<file path="src/rtl/bcd_pkg.sv">
// Shared definitions for the BCD scan controller: state encoding,
// digit width constants and a BCD validity helper.
package bcd_pkg;

  localparam int BCD_W   = 4;
  localparam int BCD_MAX = 9;

  typedef enum logic [1:0] {
    IDLE = 2'd0,
    SHOW = 2'd1,
    GAP  = 2'd2
  } scan_state_t;

  // A 4-bit code is displayable only when it is a decimal digit.
  function automatic logic is_valid_bcd(input logic [BCD_W-1:0] code);
    return code <= BCD_W'(BCD_MAX);
  endfunction

endpackage

</file>
<file path="src/rtl/bcd_lzb_mask.sv">
// Leading-zero blank mask. Bit k is set when blanking is enabled, k is not
// the least significant digit, and every digit from the top down to k is 0.
// Digit 0 is never blanked, so its code is not needed here: only the upper
// digits are passed in (upper digit j sits at bits [4(j-1)+3 : 4(j-1)]).
module bcd_lzb_mask
  import bcd_pkg::*;
#(
  parameter int NUM_DIGITS = 4
) (
  input  logic [(NUM_DIGITS-1)*BCD_W-1:0] upper,
  input  logic                            lzb_en,
  output logic [NUM_DIGITS-1:0]           blank
);

  // zero_above[k] = digits NUM_DIGITS-1 .. k are all zero
  logic [NUM_DIGITS:1] zero_above;

  assign zero_above[NUM_DIGITS] = 1'b1;
  assign blank[0]               = 1'b0;

  genvar gi;
  generate
    for (gi = 1; gi < NUM_DIGITS; gi++) begin : g_digit
      assign zero_above[gi] = (upper[(gi-1)*BCD_W +: BCD_W] == '0) && zero_above[gi+1];
      assign blank[gi]      = lzb_en && zero_above[gi];
    end
  endgenerate

endmodule

</file>
<file path="src/rtl/bcd_scan_ctrl.sv">
// Time-multiplexed scan controller sharing one BCD-to-decimal decoder among
// NUM_DIGITS digits, with a one-cycle blanking gap between digits, a double
// buffered display value, invalid-code suppression and leading-zero blanking.
// Outputs are registered from the next-state values, so they line up with
// the state register.
module bcd_scan_ctrl
  import bcd_pkg::*;
#(
  parameter int NUM_DIGITS   = 4,
  parameter int DWELL_CYCLES = 1000
) (
  input  logic                        clk,
  input  logic                        rst,
  input  logic                        en,
  input  logic [BCD_W*NUM_DIGITS-1:0] bcd_in,
  input  logic                        load,
  input  logic                        lzb_en,
  input  logic                        err_clr,
  output logic [BCD_W-1:0]            dec_code,
  output logic                        dec_valid,
  output logic [NUM_DIGITS-1:0]       dig_sel,
  output logic                        frame_done,
  output logic                        err
);

  localparam int CNT_W = $clog2(DWELL_CYCLES);
  localparam int IDX_W = $clog2(NUM_DIGITS);
  localparam logic [CNT_W-1:0] DWELL_LAST = CNT_W'(DWELL_CYCLES - 1);
  localparam logic [IDX_W-1:0] IDX_LAST   = IDX_W'(NUM_DIGITS - 1);

  scan_state_t                   state_reg, state_next;
  logic [IDX_W-1:0]              idx_reg, idx_next;
  logic [CNT_W-1:0]              cnt_reg, cnt_next;
  logic [BCD_W*NUM_DIGITS-1:0]   shadow_reg, shadow_next;
  logic [BCD_W*NUM_DIGITS-1:0]   active_reg, active_next;
  logic                          pending_reg, pending_next;
  logic                          copy_req;

  logic [BCD_W-1:0]              dec_code_reg, dec_code_next;
  logic                          dec_valid_reg, dec_valid_next;
  logic [NUM_DIGITS-1:0]         dig_sel_reg, dig_sel_next;
  logic                          frame_done_reg, frame_done_next;
  logic                          err_reg, err_next;
  logic                          err_set;

  logic [BCD_W-1:0]              digit_arr [NUM_DIGITS];
  logic [BCD_W-1:0]              cur_code;
  logic [NUM_DIGITS-1:0]         blank_mask;

  // Split the next active value into addressable digits.
  genvar gi;
  generate
    for (gi = 0; gi < NUM_DIGITS; gi++) begin : g_split
      assign digit_arr[gi] = active_next[gi*BCD_W +: BCD_W];
    end
  endgenerate

  bcd_lzb_mask #(
    .NUM_DIGITS (NUM_DIGITS)
  ) u_lzb_mask (
    .upper  (active_next[BCD_W*NUM_DIGITS-1:BCD_W]),
    .lzb_en (lzb_en),
    .blank  (blank_mask)
  );

  // Scan FSM: next state, digit index, dwell counter and frame-boundary copy.
  always_comb begin
    state_next = state_reg;
    idx_next   = idx_reg;
    cnt_next   = cnt_reg;
    copy_req   = 1'b0;
    if (!en) begin
      state_next = IDLE;
      idx_next   = '0;
      cnt_next   = '0;
    end else begin
      case (state_reg)
        IDLE: begin
          state_next = SHOW;
          idx_next   = '0;
          cnt_next   = DWELL_LAST;
          copy_req   = 1'b1;
        end
        SHOW: begin
          if (cnt_reg == '0) begin
            state_next = GAP;
          end else begin
            cnt_next = cnt_reg - 1'b1;
          end
        end
        GAP: begin
          state_next = SHOW;
          cnt_next   = DWELL_LAST;
          if (idx_reg == IDX_LAST) begin
            idx_next = '0;
            copy_req = 1'b1;
          end else begin
            idx_next = idx_reg + 1'b1;
          end
        end
        default: begin
          state_next = IDLE;
          idx_next   = '0;
          cnt_next   = '0;
        end
      endcase
    end
  end

  // Double buffer: a load always lands in shadow and keeps pending set,
  // even when it coincides with the copy into active.
  always_comb begin
    shadow_next  = load ? bcd_in : shadow_reg;
    pending_next = load | (pending_reg & ~copy_req);
    active_next  = (copy_req && pending_reg) ? shadow_reg : active_reg;
  end

  // Output decode from the next state, plus sticky error (set wins over clear).
  always_comb begin
    dec_code_next   = dec_code_reg;
    dec_valid_next  = 1'b0;
    dig_sel_next    = '0;
    frame_done_next = 1'b0;
    err_set         = 1'b0;
    cur_code        = digit_arr[idx_next];
    case (state_next)
      SHOW: begin
        dig_sel_next   = NUM_DIGITS'(1) << idx_next;
        dec_code_next  = cur_code;
        dec_valid_next = is_valid_bcd(cur_code) && !blank_mask[idx_next];
        err_set        = !is_valid_bcd(cur_code);
      end
      GAP: begin
        frame_done_next = (idx_next == IDX_LAST);
      end
      default: begin
        dec_code_next = '0;
      end
    endcase
    err_next = err_set | (err_reg & ~err_clr);
  end

  // State, buffer and output registers.
  always_ff @(posedge clk) begin
    if (rst) begin
      state_reg      <= IDLE;
      idx_reg        <= '0;
      cnt_reg        <= '0;
      shadow_reg     <= '0;
      active_reg     <= '0;
      pending_reg    <= 1'b0;
      dec_code_reg   <= '0;
      dec_valid_reg  <= 1'b0;
      dig_sel_reg    <= '0;
      frame_done_reg <= 1'b0;
      err_reg        <= 1'b0;
    end else begin
      state_reg      <= state_next;
      idx_reg        <= idx_next;
      cnt_reg        <= cnt_next;
      shadow_reg     <= shadow_next;
      active_reg     <= active_next;
      pending_reg    <= pending_next;
      dec_code_reg   <= dec_code_next;
      dec_valid_reg  <= dec_valid_next;
      dig_sel_reg    <= dig_sel_next;
      frame_done_reg <= frame_done_next;
      err_reg        <= err_next;
    end
  end

  assign dec_code   = dec_code_reg;
  assign dec_valid  = dec_valid_reg;
  assign dig_sel    = dig_sel_reg;
  assign frame_done = frame_done_reg;
  assign err        = err_reg;

endmodule

</file>
<file path="config.mk">
export PLATFORM = sky130hd
export DESIGN_NAME = bcd_scan_ctrl
export DESIGN_NICKNAME = d
export VERILOG_FILES = /design/src/rtl/bcd_pkg.sv /design/src/rtl/bcd_lzb_mask.sv /design/src/rtl/bcd_scan_ctrl.sv
export SDC_FILE = /design/constraint.sdc
export NUM_CORES = 1
export LEC_CHECK = 0
export CAP_MARGIN = 30
export CORE_MARGIN = 5
export CORE_UTILIZATION = 44
export DETAILED_ROUTE_END_ITERATION = 7
export PLACE_DENSITY = 0.72
export SKIP_LAST_GASP = 1
export SYNTH_ARGS = -nofsm -noshare
export SYNTH_HDL_FRONTEND = slang
export SYNTH_HIERARCHICAL = 1
export SYNTH_SLANG_ARGS = --single-unit
</file>
<file path="constraint.sdc">
create_clock -name clk -period 4.7 [get_ports clk]
set_clock_uncertainty 0.05 [all_clocks]
set_input_delay 0.705 -clock clk [delete_from_list [all_inputs] [get_ports clk]]
set_output_delay 0.705 -clock clk [all_outputs]
set_load 0.01 [all_outputs]
</file>
==> flow_metrics.tcl <==
set metrics [dict create \
    dieArea_sq_um 7740 \
    grtUsageTotal_pct 15.2 \
    ant_nets 0 \
    io_pins 33 \
    n_antenna_cell 0 \
    rsz0062_at_grt "no" \
    antenna_found_initial 0 \
    grt_max_degree 41 \
    ir_drop_uv 200 \
    ys_seq_elements 58 \
    num_vias 2006 \
    setup_viol 0 \
    crit_required_ps 4860 \
    overflow 0 \
    synth.area.top_cells "dfxtp_1, mux2i_1, nor2_1" \
    wire_per_inst_microns 13.4 \
    synth_nets 314 \
    fin_crit_sh_pct 69.3 \
    cts_sinks 58 \
    path_clk_slew_ps 60 \
    path_max_fanout 18 \
    die_x_microns 88.0 \
    synth_async_sr_flop_share_pct 0 \
    post_cts_resized 0 \
    fin_setup_tns_ps 0 \
    place_congestion 0.813 \
    die_h_microns 88.0 \
    cp-end-kind "register" \
    powerDensity_nw_per_um2 353 \
    ys.flop_type "dfxtp_1" \
    grt_pass1_wl_mm 9.14 \
    hold_viol_final 0 \
    start_util_pct 45.2 \
    min_path_type "register to register" \
    core_area_sq_um 5920 \
    ctsRootBufferMaster "clkbuf_8" \
    syn-cell-area_sq_um 2680 \
    max_freq_mhz 307 \
    final_net_count 345 \
    worst_setup_path_start_kind "input pin" \
    synth.avg_cell_area_sq_um 9.39 \
    clk_latency_ps 330 \
    tightestPinTransition_ps 830 \
    numCtsBuffers 9 \
    io_buffers 32 \
    post-dp-hpwl_mm 3.79 \
    drc 0 \
    grt_pass1_vias 1997 \
    first_pass_iters 4 \
    leakagePower_uw 0.00136 \
    h-tree-depth 3 \
    synthDominantCellAreaShare_pct 43.4 \
    post-cts-setup-buffers 0 \
    avgViaCountPerCell 5.09 \
    period_minus_slack_ps 3260 \
    syn_inst 285 \
    rows 28 \
    maxCapViolCount 0 \
    slowest_delay_ps 620 \
    power_uw 1130 \
    yosys-top-cells-count "dfxtp_1, nor2_1, nand2_1" \
    ys_seq_area_share_pct 43.4 \
    cts_tree "done" \
    cts_hold_buf 0 \
    ys_warn_count 6 \
    cp_slowest_cell "clkdlybuf4s50_1" \
    area_delta_synth_final_pct 19.8 \
    synth.most_common_cell "dfxtp_1" \
    wl_mm 5.28 \
    max_slew_margin_pct 44.2 \
    synth_edf_count 0 \
    cp.arrival_ps 3410 \
    crit_family "simple AND/OR/NAND/NOR gates" \
    layout-drive-gt1-share_pct 11.9 \
    final_max_slew_viol_count 0 \
    yosys.area.top_type "dfxtp_1" \
    clockBufferDepth 2 \
    status "completed" \
    critPathKind "input pin to register" \
    crit_chain "clkdlybuf4s50_1, and3_4, mux2_2, or4b_1, nor4_2, nand2_1, a21oi_1, nor4b_4" \
    path_buf_inv 1 \
    synth.distinct_cells 52 \
    drt_iter0_markers 87 \
]
## metrics by stage
step / utilization [%] / hold WS, ps / area, sq um / setup slack (ps) / instances
after floorplan: - / 405 / 2680 / 1800 / 285
after global placement: 50.4 / 384 / 2980 / 1220 / 379
after detailed placement: 50.4 / 387 / 2980 / 1110 / 379
after CTS: 53.9 / 405 / 3190 / 1460 / 393
after global routing: 54.1 / 456 / 3210 / 1300 / 394
final: 54.1 / 407 / 3210 / 1440 / 394
## cell families (layout without fill, tap and decap cells)
kind of cell | after synthesis | after routing | synth area share, %
compound gates | 36 | 36 | 10.1
mux | 35 | 35 | 14.0
simple gates | 113 | 113 | 20.9
other cells | 1 | 1 | 0.140
flops | 58 | 58 | 43.4
xor+xnor | 6 | 6 | 1.96
buf+inv | 29 | 63 | 6.31
fa+ha+maj | 7 | 7 | 3.27
## cell usage in the layout, fill, tap and decap left out, types with 3 or more instances in the layout
cell type | netlist | layout
nor4_1 | 3 | 3
xor2_1 | 4 | 4
mux2i_1 | 28 | 28
ha_1 | 7 | 7
clkdlybuf4s50_1 | 0 | 32
nor2_1 | 47 | 47
a21oi_2 | 3 | 3
nor3_1 | 8 | 8
a21oi_1 | 13 | 13
inv_1 | 15 | 15
dfxtp_1 | 58 | 58
clkbuf_8 | 0 | 10
nor2b_1 | 5 | 5
nand2_1 | 30 | 30
a22o_1 | 3 | 3
mux2_2 | 5 | 5
## worst register-to-register path: cells and delay by family (launching register included)
family / cells / cell delay, ps
AOI/OAI and AO/OA: 2 / 390
muxes: 1 / 390
and+or+nand+nor: 5 / 1400
DFF: 1 / 450
adders and majority gates: 1 / 290
## routing by layer
layer / wire [microns] / track usage, %
met1: 2380 / 18.9
met2: 2570 / 24.2
met3: 293 / 6.21
met4: 40 / 4.60
met5: 0 / 0
## path summary, 6_finish.rpt
kind                start           to  slack, ps  cells past startpoint
min           dec_code[3]  dec_code[3]        410                      2
max                    en    dec_valid       1440                      8
max reg2reg  state_reg[1]    dec_valid       1600                      9
min reg2reg   dec_code[3]  dec_code[3]        410                      2
## final cells by class
cell class              instances  area [sq um]
flip-flops and latches         58          1160
well taps                      75          93.8
repair buffers                 34           343
multi-input cells             198          1350
clock inverters                 3          65.1
clock buffers                  11           141
inverters                      15          56.3
fillers                       543          2720
## power breakdown
group	switching, uW	total (uW)	leakage (uW)	internal (uW)
clock network	178	484	0.000105	306
registers	12.5	523	0.000474	510
logic	62.7	124	0.000784	61.8
Note: power is estimated with default switching activity, not from simulation.
